**src/rtl/div_ctrl_pkg.sv**
```systemverilog
// Shared definitions for the multi-cycle divide unit: ALU function codes,
// sequencer state encoding and decode helpers for the four divide ops.
package div_ctrl_pkg;

  // ALU function codes of the divide group (mirror of sys_defs.vh)
  localparam logic [4:0] ALU_DIV  = 5'h0C;
  localparam logic [4:0] ALU_DIVU = 5'h0D;
  localparam logic [4:0] ALU_REM  = 5'h0E;
  localparam logic [4:0] ALU_REMU = 5'h0F;

  // Quotient returned for a divide by zero
  localparam logic [31:0] DIV_ZERO_Q = 32'hFFFF_FFFF;

  typedef enum logic [1:0] {
    IDLE = 2'd0,
    BUSY = 2'd1,
    FIX  = 2'd2,
    DONE = 2'd3
  } div_state_t;

  // DIV and REM treat their operands as two's complement
  function automatic logic func_is_signed(input logic [4:0] func);
    return (func == ALU_DIV) || (func == ALU_REM);
  endfunction

  // REM and REMU return the remainder instead of the quotient
  function automatic logic func_sel_rem(input logic [4:0] func);
    return (func == ALU_REM) || (func == ALU_REMU);
  endfunction

endpackage

```
**src/rtl/div_iter_step.sv**
```systemverilog
// One radix-2 restoring division step: shift {rem,quo} left by one, try to
// subtract the divisor, keep the difference and set the quotient LSB when it
// does not go negative. Purely combinational so a radix-4 variant can chain two.
module div_iter_step #(
  parameter int WIDTH = 32
) (
  input  logic [WIDTH:0]   rem_i,
  input  logic [WIDTH-1:0] quo_i,
  input  logic [WIDTH-1:0] dvs_i,
  output logic [WIDTH:0]   rem_o,
  output logic [WIDTH-1:0] quo_o
);

  // One extra bit above the shifted remainder carries the trial sign.
  logic [WIDTH+1:0] shifted;
  logic [WIDTH+1:0] trial;

  // Shift, trial subtract and restore-or-keep select
  always_comb begin
    shifted = {rem_i, quo_i[WIDTH-1]};
    trial   = shifted - {2'b00, dvs_i};
    quo_o   = {quo_i[WIDTH-2:0], 1'b0};
    rem_o   = shifted[WIDTH:0];
    if (!trial[WIDTH+1]) begin
      rem_o    = trial[WIDTH:0];
      quo_o[0] = 1'b1;
    end
  end

endmodule

```
**src/rtl/div_ctrl.sv**
```systemverilog
// Multi-cycle RV32M divide unit (DIV/DIVU/REM/REMU) beside the EX stage.
// Holds the pipeline with div_stall while iterating and pulses div_done for
// the single cycle in which div_result is presented to EX.
//
// state | meaning
// IDLE  | waiting for div_req; accepts operands or takes the fast path
// BUSY  | one restoring step per cycle, WIDTH cycles
// FIX   | sign correction and quotient/remainder select into result
// DONE  | result presented, div_done high, stall released
module div_ctrl
  import div_ctrl_pkg::*;
#(
  parameter int WIDTH = 32
) (
  input  logic             clk,
  input  logic             rst,
  input  logic             div_req,
  input  logic [4:0]       div_func,
  input  logic [WIDTH-1:0] div_opa,
  input  logic [WIDTH-1:0] div_opb,
  input  logic             div_flush,
  output logic             div_stall,
  output logic             div_done,
  output logic [WIDTH-1:0] div_result
);

  localparam int CW = $clog2(WIDTH) + 1;
  localparam logic [WIDTH-1:0] MIN_NEG = {1'b1, {(WIDTH-1){1'b0}}};

  div_state_t       state_q, state_d;
  logic [CW-1:0]    cnt_q, cnt_d;
  logic [WIDTH-1:0] quo_q, quo_d;
  logic [WIDTH:0]   rem_q, rem_d;
  logic [WIDTH-1:0] dvs_q, dvs_d;
  logic [WIDTH-1:0] result_q, result_d;
  logic             neg_quo_q, neg_quo_d;
  logic             neg_rem_q, neg_rem_d;
  logic             sel_rem_q, sel_rem_d;

  logic             acc_signed;
  logic             acc_rem;
  logic [WIDTH-1:0] opa_mag;
  logic [WIDTH-1:0] opb_mag;
  logic             by_zero;
  logic             overflow;

  logic [WIDTH:0]   step_rem;
  logic [WIDTH-1:0] step_quo;

  div_iter_step #(.WIDTH(WIDTH)) u_step (
    .rem_i (rem_q),
    .quo_i (quo_q),
    .dvs_i (dvs_q),
    .rem_o (step_rem),
    .quo_o (step_quo)
  );

  // Acceptance decode; a magnitude of MIN_NEG stays 2^(WIDTH-1) read unsigned
  always_comb begin
    acc_signed = func_is_signed(div_func);
    acc_rem    = func_sel_rem(div_func);
    opa_mag    = (acc_signed && div_opa[WIDTH-1]) ? -div_opa : div_opa;
    opb_mag    = (acc_signed && div_opb[WIDTH-1]) ? -div_opb : div_opb;
    by_zero    = (div_opb == '0);
    overflow   = acc_signed && (div_opa == MIN_NEG) && (div_opb == '1);
  end

  // Next-state and datapath; flush overrides everything and returns to IDLE
  always_comb begin
    state_d   = state_q;
    cnt_d     = cnt_q;
    quo_d     = quo_q;
    rem_d     = rem_q;
    dvs_d     = dvs_q;
    result_d  = result_q;
    neg_quo_d = neg_quo_q;
    neg_rem_d = neg_rem_q;
    sel_rem_d = sel_rem_q;
    if (div_flush) begin
      state_d = IDLE;
    end else begin
      case (state_q)
        IDLE: begin
          if (div_req) begin
            sel_rem_d = acc_rem;
            neg_quo_d = acc_signed && (div_opa[WIDTH-1] ^ div_opb[WIDTH-1]);
            neg_rem_d = acc_signed && div_opa[WIDTH-1];
            quo_d     = opa_mag;
            dvs_d     = opb_mag;
            rem_d     = '0;
            if (by_zero) begin
              result_d = acc_rem ? div_opa : {WIDTH{1'b1}};
              state_d  = DONE;
            end else if (overflow) begin
              result_d = acc_rem ? '0 : MIN_NEG;
              state_d  = DONE;
            end else begin
              cnt_d   = CW'(WIDTH);
              state_d = BUSY;
            end
          end
        end
        BUSY: begin
          rem_d = step_rem;
          quo_d = step_quo;
          cnt_d = cnt_q - CW'(1);
          if (cnt_q == CW'(1)) state_d = FIX;
        end
        FIX: begin
          if (sel_rem_q) result_d = neg_rem_q ? -rem_q[WIDTH-1:0] : rem_q[WIDTH-1:0];
          else           result_d = neg_quo_q ? -quo_q : quo_q;
          state_d = DONE;
        end
        DONE: begin
          state_d = IDLE;
        end
        default: begin
          state_d = IDLE;
        end
      endcase
    end
  end

  // Sequencer and datapath registers
  always_ff @(posedge clk or posedge rst) begin
    if (rst) begin
      state_q   <= IDLE;
      cnt_q     <= '0;
      quo_q     <= '0;
      rem_q     <= '0;
      dvs_q     <= '0;
      result_q  <= '0;
      neg_quo_q <= 1'b0;
      neg_rem_q <= 1'b0;
      sel_rem_q <= 1'b0;
    end else begin
      state_q   <= state_d;
      cnt_q     <= cnt_d;
      quo_q     <= quo_d;
      rem_q     <= rem_d;
      dvs_q     <= dvs_d;
      result_q  <= result_d;
      neg_quo_q <= neg_quo_d;
      neg_rem_q <= neg_rem_d;
      sel_rem_q <= sel_rem_d;
    end
  end

  // Stall covers the request cycle through FIX so the pipeline advances in
  // the DONE cycle; held low in reset and during a flush.
  always_comb begin
    div_stall  = div_req && (state_q != DONE) && !div_flush && !rst;
    div_done   = (state_q == DONE) && !div_flush;
    div_result = result_q;
  end

endmodule

```
**config.mk**
```make
export PLATFORM = sky130hd
export DESIGN_NAME = div_ctrl
export DESIGN_NICKNAME = d
export VERILOG_FILES = /design/src/rtl/div_ctrl_pkg.sv /design/src/rtl/div_iter_step.sv /design/src/rtl/div_ctrl.sv
export SDC_FILE = /design/constraint.sdc
export NUM_CORES = 1
export LEC_CHECK = 0
export CORE_MARGIN = 2
export CORE_UTILIZATION = 45
export DETAILED_ROUTE_END_ITERATION = 7
export DONT_BUFFER_PORTS = 1
export PLACE_DENSITY = 0.71
export RECOVER_POWER = 50
export SYNTH_ARGS = -nofsm -noshare
export SYNTH_HDL_FRONTEND = slang
export SYNTH_SLANG_ARGS = --single-unit
```
**constraint.sdc**
```tcl
create_clock -name clk -period 5.05 [get_ports clk]
set_clock_uncertainty 0.2 [all_clocks]
set_input_delay 1.01 -clock clk [delete_from_list [all_inputs] [get_ports clk]]
set_output_delay 1.01 -clock clk [all_outputs]
set_load 0.05 [all_outputs]
```
# ---- After elaboration in Yosys (flattened, before gate mapping)
# Index checks and enable logic that the tools add are counted.
dict set report word_totals {
  output_inout_bits 34
  inputBits 73
  register_bits 140
  wordCells 82
}
dict set report classes {
  muxes 27
  bitwise_logic 2
  add_sub_neg 6
  n_eq_ne 16
  n_reduce_logical 22
}
# cell count
set op_table {}
lappend op_table {{$mux W32} 11}
lappend op_table {{$neg A32 Y32} 4}
lappend op_table {{$pmux W32 S2} 2}
lappend op_table {{$mux W33} 2}
lappend op_table {{$pmux W33 S2} 1}
lappend op_table {{$eq A32 B32 Y1 const B} 2}
lappend op_table {{$sub A34 B32 Y34} 1}
lappend op_table {{$logic_not A32 Y1} 1}
lappend op_table {{$mux W6} 3}
lappend op_table {{$eq A5 B4 Y1 const B} 3}
lappend op_table {{$pmux W6 S2} 1}
lappend op_table {{$mux W2} 5}
lappend op_table {{$logic_and A1 B1 Y1} 9}
lappend op_table {{$ne A3 B3 Y1 const B} 3}
lappend op_table {{$ne A2 B2 Y1 const B} 4}
lappend op_table {{$pmux W2 S4} 1}
lappend op_table {{$eq A6 B1 Y1 const B} 1}
lappend op_table {{$reduce_and A3 Y1} 2}
lappend op_table {{$sub A6 B1 Y6 const B} 1}
lappend op_table {{$reduce_and A5 Y1} 1}
lappend op_table {{$eq A2 B2 Y1 const B} 2}
lappend op_table {{$reduce_and A4 Y1} 1}
lappend op_table {{$reduce_bool A2 Y1} 2}
lappend op_table {{$eq A2 B1 Y1 const B} 1}
lappend op_table {{7 further kinds} 9}

# ---- Logic depth before layout (Yosys ltp)
dict set report depth {
  depth_word 9
  ltp_mapped 14
  ltp_nobuf 13
}

# ---- Cells and area by module
# A second synthesis with hierarchy kept.
dict set report hier_totals {
  hier_cells 1400
  area_unflattened_um2 11780.0
}
# module cells_per_inst area_each_um2 instances
set by_module_without_submodules {}
lappend by_module_without_submodules {div_ctrl 1063 9334.0 1}
lappend by_module_without_submodules {div_iter_step 337 2446.1 1}

# ---- Least setup slack after synthesis
# Ideal clock, no wire load.
dict set report synth_timing {
  path_type {input to output}
  from {input port div_flush}
  to {output port div_stall}
  stages 2
  required_ps 3840
  arrival_ps 2891
  setup_slack_ps 949
  path_cell_list {clkbuf_1 nor4b_1}
}
dict set report synth_between {
  elab_chain_len 3
}
# item line_no
set synth_rtl {}
lappend synth_rtl {{from (decl)} div_ctrl.sv:21} ;# input logic div_flush,
lappend synth_rtl {{$logic_not A1 Y1} div_ctrl.sv:152} ;# div_stall = div_req && (state_q != DONE) && !div_flush && !rst;
lappend synth_rtl {{$logic_and A1 B1 Y1 (2 in series)} div_ctrl.sv:152}
lappend synth_rtl {{to (decl)} div_ctrl.sv:22} ;# output logic div_stall,
# No other way between the ends.

# ---- Worst setup path after layout
dict set report layout_timing {
  from {register state_q[1]}
  to {register quo_q[30]}
}
dict set report layout_between {
  elab_chain_len 3
  elab_cells_between_ends 6
  classes_between {2 x eq/ne; 1 x mux; 3 x reduce/logical}
}
# item line_no
set layout_rtl {}
lappend layout_rtl {{from (decl)} div_ctrl.sv:30} ;# div_state_t state_q, state_d;
lappend layout_rtl {{from (signal assigned)} div_ctrl.sv:137} ;# state_q <= state_d;
lappend layout_rtl {{$eq A2 B1 Y1 or $logic_not A2 Y1 (tied branches)} div_ctrl.sv:82} ;# case (state_q)
lappend layout_rtl {{$reduce_bool A2 Y1 (no line) or $ne A2 B2 Y1 (tied branches)} --}
lappend layout_rtl {{$reduce_and A3 Y1 (no line)} --}
lappend layout_rtl {{to (signal assigned)} div_ctrl.sv:139} ;# quo_q <= quo_d;
lappend layout_rtl {{to (decl)} div_ctrl.sv:32} ;# logic [WIDTH-1:0] quo_q, quo_d;
# Several ways; a longest one is shown, not always the timed one.
# A chain may end at the register's enable or synchronous reset.

==> metrics.md <==
| Metric | Value |
|---|---|
| Vias in the first global route | `9541` |
| Via density | `5.95` |
| Die Ht | `161 um` |
| Final hold slack | `0.278 ns` |
| Initial antenna violation count | `0` |
| Startpoint Class | `flop` |
| Ports | `107` |
| Overflow after GRT | `0` |
| Area Overhead vs Synth | `8.60%` |
| Yosys warnings | `0` |
| Setup violations, final | `0` |
| Main combinational cell family by area after synthesis | `compound AO/OA/AOI/OAI gates` |
| Unrepaired setup endpoints after global routing | `no` |
| H-tree levels | `4` |
| First-pass GRT wire length | `49.8 mm` |
| Fin util | `49.6%` |
| Final net count | `1486` |
| Final period util | `84.9%` |
| Sequential-to-total area share from yosys stat | `31.7%` |
| Die area | `0.0258 sq mm` |
| TNS Setup | `0 ns` |
| Hold Path Class | `reg -> reg` |
| Cell taking the most area after synthesis | `dfrtp_1` |
| Top_reg_cell synth | `dfrtp_1` |
| Via count | `10.2k` |
| Global Route Usage Sum | `23.7%` |
| DR iter-0 viols | `889` |
| Simple-Gate Fraction of Synth Area | `20.4%` |
| Status | `complete, but fails checks` |
| Netlist cell types | `73` |
| Avg Inst Size Synth | `7.84 sq um` |
| Pre-antenna DRT Iters | `7` |
| Flops & latches, synth | `140` |
| CTS Sinks | `140` |
| Failing checks | `capacitance limit, slew limit` |
| Synth Area in Adders | `5.05%` |
| Antenna diodes | `0` |
| Critical Path AT | `4.39 ns` |
| Mux cell area share after synthesis | `1.90%` |
| Die width | `161 um` |
| Post-synth net total | `1525` |
| Core Footprint | `0.0242 sq mm` |
| Detailed Place HPWL | `22.4 mm` |
| CTS tree | `done` |
| Max FO, Critical Path | `72` |
| Final instance area | `0.0120 sq mm` |
| Met1 wire length | `13.6 mm` |
| Post-synth top area share | `31.7%` |
| Most frequent cells in the layout | `194 x nand2_1, 181 x o21ai_0, 140 x dfrtp_1` |
| Power density over cell area | `499 mW/mm^2` |
| PortBufs | `0` |
| Max Used Layer | `met4` |
| FFs w/ async S/R, synth | `100%` |
| Filler cell count in the final layout | `2250` |
| Wire length on met3 | `2.52 mm` |
| Post-synthesis xor/xnor area fraction | `11.2%` |
| Hold buffer count at cts | `0` |
| Post-synth EDFFs | `0` |
| Leakage | `0.00494 uW` |
| Actual slew at the worst max-slew pin | `3.10 ns` |
| Mapped Area | `0.0110 sq mm` |
| Cells after Synth | `1408` |
| Clock latency on the worst-skew pair | `0.43 ns` |
| Endpoints failing hold | `0` |
| Max IR drop VDD | `211 uV` |
| WL final | `30.3 mm` |
| DR WL met2 | `13.5 mm` |
| Share of layout cells above drive strength 1 | `5.79%` |
| Commonest non-fill, non-tap cell in the layout | `nand2_1` |
| Post-DRT Antenna Nets | `0` |
| Required time of the critical path | `5.15 ns` |
| Post-layout min period | `4.29 ns` |
| CTS Root Cell | `clkbuf_16` |
| Final Max Slew Viols | `143` |
| Max Cap Viol | `2` |
| Placed instance area | `0.0113 sq mm` |
| Relative max-transition margin | `-107%` |
| Post-synthesis compound-gate area fraction | `24.9%` |
| CTS Buf Count | `17` |
| Setup CP Type | `reg -> reg` |
| Dominant cells by area after synthesis | `dfrtp_1 32%, o21ai_0 8.2%, nand2_1 6.6%` |
| Max Fclk | `0.233 GHz` |
| Largest net degree at the start of global routing | `87` |
| Initial core utilization | `45.7%` |
| DRC errors left | `0` |
| RD Place Congestion | `0.897` |
| Drt wl/cell | `17.8 um` |
| Worst-path clk slew | `0.06 ns` |
| CTS resizes | `0` |
| Rows | `57` |
| Post-CTS Setup Bufs | `0` |
| Maximum root-to-sink buffer count | `2` |
| Critical Path End Type | `flop` |
## logic make-up after synthesis
group           Yosys count
fa+ha+maj                44
xor+xnor                141
compound gates          460
mux                      21
flops                   140
simple gates            465
buf+inv                 137
## synthesized netlist by cell type, drive strengths merged, types with 20 or more instances
| master | instances |
|---|---|
| a21oi | 112 |
| or3 | 20 |
| xor2 | 66 |
| nand2 | 194 |
| o21ai | 189 |
| inv | 60 |
| mux2i | 21 |
| xnor2 | 75 |
| ha | 43 |
| clkbuf | 59 |
| dfrtp | 140 |
| nor2 | 107 |
| o31ai | 31 |
| nor3 | 23 |
## stage by stage
stage / setup slack, ns / instances / total power (uW)
after global routing: 0.430 / 1706 / 6420
after floorplan: 0.0871 / 1408 / 3960
after detailed placement: 0.579 / 1674 / 4500
final: 0.764 / 1706 / 5980
after CTS: 1.01 / 1706 / 5980
after global placement: 0.669 / 1674 / 4440
## final timing paths
check	startpoint	slack, ns	to	depth (start not counted)
min reg2reg	dvs_q[11]$_DFFE_PP0P_	0.28	dvs_q[11]$_DFFE_PP0P_	2
max in group asynchronous	rst	1.50	rem_q[2]$_DFFE_PP0P_	2
max	state_q[1]$_DFFE_PP0P_	0.76	quo_q[30]$_DFFE_PP0P_	9
max reg2reg	state_q[1]$_DFFE_PP0P_	0.76	quo_q[30]$_DFFE_PP0P_	9
min	dvs_q[11]$_DFFE_PP0P_	0.28	dvs_q[11]$_DFFE_PP0P_	2
min in group asynchronous	rst	1.10	cnt_q[0]$_DFFE_PP0P_	1
## where the power goes
group          total [uW]  switching [uW]  internal, uW
Sequential           2320             814          1510
Combinational        2190            1340           851
Clock                1470             494           975
## cell type report
type | instances | area, sq um | share of cell area (%)
clock buffers | 20 | 437 | 3.64
clock inverters | 12 | 243 | 2.02
inverters | 60 | 226 | 1.89
multi-input cells | 1131 | 7040 | 58.7
flip-flops and latches | 140 | 3500 | 29.2
well taps | 324 | 405 | 3.38
repair buffers | 19 | 143 | 1.19
## critical path, stage by stage (launching register included)
cell      delay, ns
dfrtp_1        0.40
inv_1          0.12
ha_2           0.18
clkbuf_1       2.17
nand3b_1       0.14
buf_4          0.35
nand2_1        0.25
nand3b_1       0.10
o21ai_0        0.19
nor2_1         0.05
## routing by layer
metal | vias to the layer above | GRT usage (%)
met2 | 386 | 36.5
met1 | 4782 | 33.2
met3 | 51 | 5.29
li1 | 4940 | -
met5 | - | 0
met4 | 0 | 7.94
## flip-flops by register name, summed over array words and instances, names as in the netlist, 2 cells and up
signal      cells
dvs_q          32
cnt_q           6
div_result     32
rem_q          33
quo_q          32
state_q         2
Note: power is estimated with default switching activity, not from simulation.
